`src/rtl/mano_pkg.sv`:
```
// Shared types for the memory-port initiator: widths, request opcodes, FSM states.
package mano_pkg;

   localparam int ADDR_W = 12;
   localparam int DATA_W = 16;

   typedef enum logic [1:0] {
      OP_READ    = 2'b00,
      OP_WRITE   = 2'b01,
      OP_RMW_INC = 2'b10,
      OP_RSVD    = 2'b11
   } mem_op_t;

   typedef enum logic [2:0] {
      ST_IDLE     = 3'd0,
      ST_RD_ISSUE = 3'd1,
      ST_RD_CAP   = 3'd2,
      ST_WR_ISSUE = 3'd3,
      ST_RMW_WR   = 3'd4
   } mem_master_state_t;

endpackage

```
`src/rtl/mem_master.sv`:
```
// Initiator for the 4K x 16 synchronous memory: READ, WRITE and increment-RMW requests.
// Define MEM_MASTER_RMW_EN to build the RMW_INC path; otherwise op 10 reports err.
module mem_master #(
   parameter int ADDR_W = mano_pkg::ADDR_W,
   parameter int DATA_W = mano_pkg::DATA_W
) (
   input  logic              clk,
   input  logic              rst,
   input  logic              req,
   input  logic [1:0]        op,
   input  logic [ADDR_W-1:0] addr,
   input  logic [DATA_W-1:0] wdata,
   output logic              ready,
   output logic              done,
   output logic [DATA_W-1:0] rdata,
   output logic              zero,
   output logic              err,
   output logic              mem_read,
   output logic              mem_write,
   output logic [ADDR_W-1:0] mem_addr,
   output logic [DATA_W-1:0] mem_wdata,
   input  logic [DATA_W-1:0] mem_rdata
);
   import mano_pkg::*;

   mem_master_state_t state_reg, state_next;
   logic              done_reg, done_next;
   logic              err_reg, err_next;
   logic              mem_read_reg, mem_read_next;
   logic              mem_write_reg, mem_write_next;
   logic [ADDR_W-1:0] mem_addr_reg, mem_addr_next;
   logic [DATA_W-1:0] mem_wdata_reg, mem_wdata_next;
   logic [DATA_W-1:0] rdata_reg, rdata_next;
   logic              zero_reg;
   logic              rmw_reg;
   logic [DATA_W-1:0] inc_value;
   mem_op_t           op_in;

   assign op_in = mem_op_t'(op);
   assign ready = (state_reg == ST_IDLE);

`ifdef MEM_MASTER_RMW_EN
   assign inc_value = DATA_W'(mem_rdata + 1'b1);

   // rmw_reg steers RD_CAP into the write-back leg; zero follows every done.
   always_ff @(posedge clk or posedge rst) begin
      if (rst) begin
         rmw_reg  <= 1'b0;
         zero_reg <= 1'b0;
      end else begin
         if (ready && req)
            rmw_reg <= (op_in == OP_RMW_INC);
         if (done_next)
            zero_reg <= (state_reg == ST_RMW_WR) && (mem_wdata_reg == '0);
      end
   end
`else
   assign inc_value = '0;
   assign rmw_reg   = 1'b0;
   assign zero_reg  = 1'b0;
`endif

   always_ff @(posedge clk or posedge rst) begin
      if (rst) begin
         state_reg     <= ST_IDLE;
         done_reg      <= 1'b0;
         err_reg       <= 1'b0;
         mem_read_reg  <= 1'b0;
         mem_write_reg <= 1'b0;
         mem_addr_reg  <= '0;
         mem_wdata_reg <= '0;
         rdata_reg     <= '0;
      end else begin
         state_reg     <= state_next;
         done_reg      <= done_next;
         err_reg       <= err_next;
         mem_read_reg  <= mem_read_next;
         mem_write_reg <= mem_write_next;
         mem_addr_reg  <= mem_addr_next;
         mem_wdata_reg <= mem_wdata_next;
         rdata_reg     <= rdata_next;
      end
   end

   always_comb begin
      state_next = state_reg;
      case (state_reg)
         ST_IDLE: begin
            if (req) begin
               case (op_in)
                  OP_READ:    state_next = ST_RD_ISSUE;
                  OP_WRITE:   state_next = ST_WR_ISSUE;
`ifdef MEM_MASTER_RMW_EN
                  OP_RMW_INC: state_next = ST_RD_ISSUE;
`endif
                  default:    state_next = ST_IDLE;
               endcase
            end
         end
         ST_RD_ISSUE: state_next = ST_RD_CAP;
         ST_RD_CAP:   state_next = rmw_reg ? ST_RMW_WR : ST_IDLE;
         ST_WR_ISSUE: state_next = ST_IDLE;
         ST_RMW_WR:   state_next = ST_IDLE;
         default:     state_next = ST_IDLE;
      endcase
   end

   // Next values of the registered outputs; mem_addr only moves on an accepted access.
   always_comb begin
      done_next      = 1'b0;
      err_next       = 1'b0;
      mem_read_next  = 1'b0;
      mem_write_next = 1'b0;
      mem_addr_next  = mem_addr_reg;
      mem_wdata_next = mem_wdata_reg;
      rdata_next     = rdata_reg;
      case (state_reg)
         ST_IDLE: begin
            if (req) begin
               case (op_in)
                  OP_READ: begin
                     mem_read_next = 1'b1;
                     mem_addr_next = addr;
                  end
                  OP_WRITE: begin
                     mem_write_next = 1'b1;
                     mem_addr_next  = addr;
                     mem_wdata_next = wdata;
                  end
`ifdef MEM_MASTER_RMW_EN
                  OP_RMW_INC: begin
                     mem_read_next = 1'b1;
                     mem_addr_next = addr;
                  end
`endif
                  default: begin
                     done_next = 1'b1;
                     err_next  = 1'b1;
                  end
               endcase
            end
         end
         ST_RD_CAP: begin
            if (rmw_reg) begin
               mem_write_next = 1'b1;
               mem_wdata_next = inc_value;
            end else begin
               rdata_next = mem_rdata;
               done_next  = 1'b1;
            end
         end
         ST_WR_ISSUE: done_next = 1'b1;
         ST_RMW_WR: begin
            rdata_next = mem_wdata_reg;
            done_next  = 1'b1;
         end
         default: ;
      endcase
   end

   assign done      = done_reg;
   assign err       = err_reg;
   assign zero      = zero_reg;
   assign rdata     = rdata_reg;
   assign mem_read  = mem_read_reg;
   assign mem_write = mem_write_reg;
   assign mem_addr  = mem_addr_reg;
   assign mem_wdata = mem_wdata_reg;

endmodule
```
`config.mk`:
```
export PLATFORM = sky130hd
export DESIGN_NAME = mem_master
export DESIGN_NICKNAME = d
export VERILOG_FILES = /design/src/rtl/mano_pkg.sv /design/src/rtl/mem_master.sv
export SDC_FILE = /design/constraint.sdc
export NUM_CORES = 1
export LEC_CHECK = 0
export CAP_MARGIN = 20
export CORE_MARGIN = 3
export CORE_UTILIZATION = 55
export DETAILED_ROUTE_END_ITERATION = 10
export DONT_BUFFER_PORTS = 1
export PLACE_DENSITY = 0.8
export SYNTH_ARGS = -nofsm -noshare
export SYNTH_HDL_FRONTEND = slang
export SYNTH_SLANG_ARGS = --single-unit
```
`constraint.sdc`:
```
create_clock -name clk -period 3.1 [get_ports clk]
set_input_delay 0.155 -clock clk [delete_from_list [all_inputs] [get_ports clk]]
set_output_delay 0.155 -clock clk [all_outputs]
set_load 0.005 [all_outputs]
```
==> impl_metrics.json <==
{
  "rows": 20,
  "synthArstFlopShare_pct": 100,
  "flops_latches_synth": 50,
  "vdd.ir_drop.worst_mv": 0.508,
  "avgViaCountPerCell": 5.24,
  "final_setup_violation_count": 0,
  "die_footprint_mm2": 0.00421,
  "core_area_mm2": 0.00318,
  "pwr_density_cell_mw_per_mm2": 661,
  "timing.final.ws_setup_ns": 1.37,
  "area_growth_pct": 34.5,
  "cts-buffers-inserted": 5,
  "post_cts_buffers": 0,
  "syn_nets": 162,
  "detailedRoute.firstPassIterationCount": 2,
  "outcome": "complete, no violations",
  "cp_cell_sequence": "nor4b_4 -> buf_4 -> nand2_4 -> mux2_4",
  "synthTopCellsByCount": "dfrtp_1 (50), mux2_2 (35), mux2_4 (9), buf_2 (3), inv_1 (3)",
  "postCtsResizedCells": 0,
  "drc_errors_left": 0,
  "grt_first_pass_wirelength_um": 6350,
  "worstRegToRegCells": 4,
  "h-tree-depth": 2,
  "synthDistinctLibCells": 16,
  "timing.critical_path.max_delay_family": "simple AND/OR/NAND/NOR gates",
  "synth_edf_count": 0,
  "cp.required_ns": 3.35,
  "root_buffer": "clkbuf_4",
  "rsz0062_at_grt": "false",
  "slowest_stage": "dfrtp_1",
  "skew_ns": 0.0141,
  "final_min_period_over_clock_period_pct": 55.8,
  "yosys-top-cells-area": "dfrtp_1 (66%), mux2_2 (21%), mux2_4 (7.1%), nor4b_4 (1.2%), buf_2 (0.79%)",
  "rrSetupSlack_ns": 1.37,
  "cts_tree": "done",
  "clockBufferDepth": 2,
  "synthesized_area_mm2": 0.00191,
  "yosys.area.top_type": "dfrtp_1",
  "setup_total_negative_slack_ns": 0,
  "postSynthAreaPerCell_um2": 16.9,
  "dieHeight_um": 64.9,
  "tritoncts_num_sinks": 50,
  "synth-warning-count": 0,
  "initial_utilization_pct": 60.0,
  "maxCapViolCount": 0,
  "regToRegEndpoint": "mem_wdata[4]",
  "kind_of_path_behind_the_tightest_hold_check": "in2reg",
  "dp_worst_setup_slack_ns": 1.41,
  "dr_total_vias": 1110,
  "post-route-min-period_ns": 1.73,
  "layout.nets": 216,
  "place.detailed.hpwl_um": 2600,
  "worstPathArrival_ns": 1.98,
  "critical-path-max-stage-delay_ns": 0.48,
  "number_of_antenna_violations_at_the_first_check_in_global_routing": 0,
  "setup.worst_path.start_class": "register",
  "violation_count_after_the_first_detailed_routing_iteration": 20,
  "clkLatencyLatePin_ns": 0.36,
  "drt-total-wl_um": 4100,
  "ant_nets": 0,
  "worstSetupEndpointType": "register",
  "yosysMostFrequentCell": "dfrtp_1",
  "num_antenna_cells": 0,
  "via_count_of_the_first_global_routing_pass": 1271,
  "drive_gt1_share_pct": 34.5,
  "final-hold-violation-count": 0,
  "r2r_start": "state_reg[0]",
  "grt_remaining_overflow": 0,
  "worst_hold_startpoint": "op[1]",
  "maximum_number_of_pins_on_one_net_before_global_route_repair": 51,
  "worstHoldPathCells": 3,
  "port_buffers": 0,
  "routedWlPerCell_um": 19.3,
  "post_synth_inst_count": 113,
  "clkTransAtPathRegs_ns": 0.14,
  "design.portCount": 99,
  "fmax_mhz": 578,
  "finalWeightedCongestion": 0.701,
  "setup.worst_path.class": "reg2reg",
  "width_of_the_chip_um": 64.9,
  "hold_end": "state_reg[1]",
  "crit_fanout": 17,
  "report.final.slew_viol_count": 0,
  "total_routing_resource_utilization_after_global_routing_pct": 20.4,
  "worst-path-buf-inv": 1,
  "leakage_uw": 0.00116,
  "yosysTopAreaCellShare_pct": 65.6,
  "synth_top_flop_cell": "dfrtp_1",
  "synth_sequential_area_ratio_pct": 65.6
}
area by class of cell:
class / count / area (um^2)
well taps: 44 / 55.1
clock inverters: 2 / 60.1
multi-input cells: 55 / 611
flip-flops and latches: 50 / 1250
inverters: 3 / 11.3
clock buffers: 6 / 51.3
fillers: 189 / 613
repair buffers: 52 / 526
per-layer routing:
metal  GRT usage (%)  share of wire [%]  wire length [um]  up-vias
li1                -                  -                 -      497
met1            20.7                 34              1410      542
met2            36.4                 54              2200       65
met3            8.15                 11               433        6
met4            9.23                1.4                57        0
met5               0                  0                 0        -
cells by family (layout without fill, tap and decap cells):
logic type             count (synthesis)  in the layout  synth area share, %
AO/OA/AOI/OAI                          2              2                0.722
flip-flops                            50             50                 65.6
AND/OR/NAND/NOR                        8              8                 3.35
other                                  1              1                0.197
buffers and inverters                  8             63                 2.36
multiplexers                          44             44                 27.8
worst min-delay path: stages:
cell and delay [ns]:
inv_1 0.03, a31oi_1 0.07, nor2_1 0.08
cell usage in the layout (no fill, tap or decap), drive strengths merged:
cell / synthesis / final
nand2: 2 / 2
clkbuf: 0 / 6
nor2: 2 / 2
o21bai: 1 / 1
mux2: 44 / 44
conb: 1 / 1
nor4b: 1 / 1
buf: 5 / 3
a31oi: 1 / 1
bufinv: 0 / 2
inv: 3 / 3
nor3: 1 / 1
dlygate4sd3: 0 / 49
dfrtp: 50 / 50
nor2b: 2 / 2
worst max path at each step:
stage | slack [ns] | cells past startpoint | start | endpoint
after floorplan | 1.47 | 3 | state_reg[0] | mem_addr[0]
after global placement | 1.49 | 4 | state_reg[0] | mem_wdata[6]
after detailed placement | 1.41 | 4 | state_reg[0] | mem_wdata[4]
after CTS | 1.35 | 4 | state_reg[0] | mem_wdata[4]
after global routing | 1.28 | 4 | state_reg[0] | mem_wdata[1]
final | 1.37 | 4 | state_reg[0] | mem_wdata[4]
through the flow:
stage / instance area, um^2 / utilization, % / power, uW / instances / hold slack, ns
2_1_floorplan: 1910 / - / 1120 / 113 / 0.221
3_3_place_gp: 1940 / 61.1 / 1160 / 154 / 0.232
3_5_place_dp: 1940 / 61.1 / 1190 / 154 / 0.232
4_1_cts: 2540 / 80.1 / 1700 / 211 / 0.00472
5_1_grt: 2560 / 80.7 / 1780 / 212 / 0.0487
6_report: 2560 / 80.7 / 1690 / 212 / 0.00736
repair_timing:
action                                 4_1_cts  5_1_grt
setup endpoints to repair                    0        0
endpoints found under the hold margin       98        0
hold buffers                                49        0
report_power, final:
group	internal, uW	total (uW)	switching, uW
registers	814	955	141
clock network	273	463	189
logic	193	277	84.1
Power figures use the tool's default switching activity.
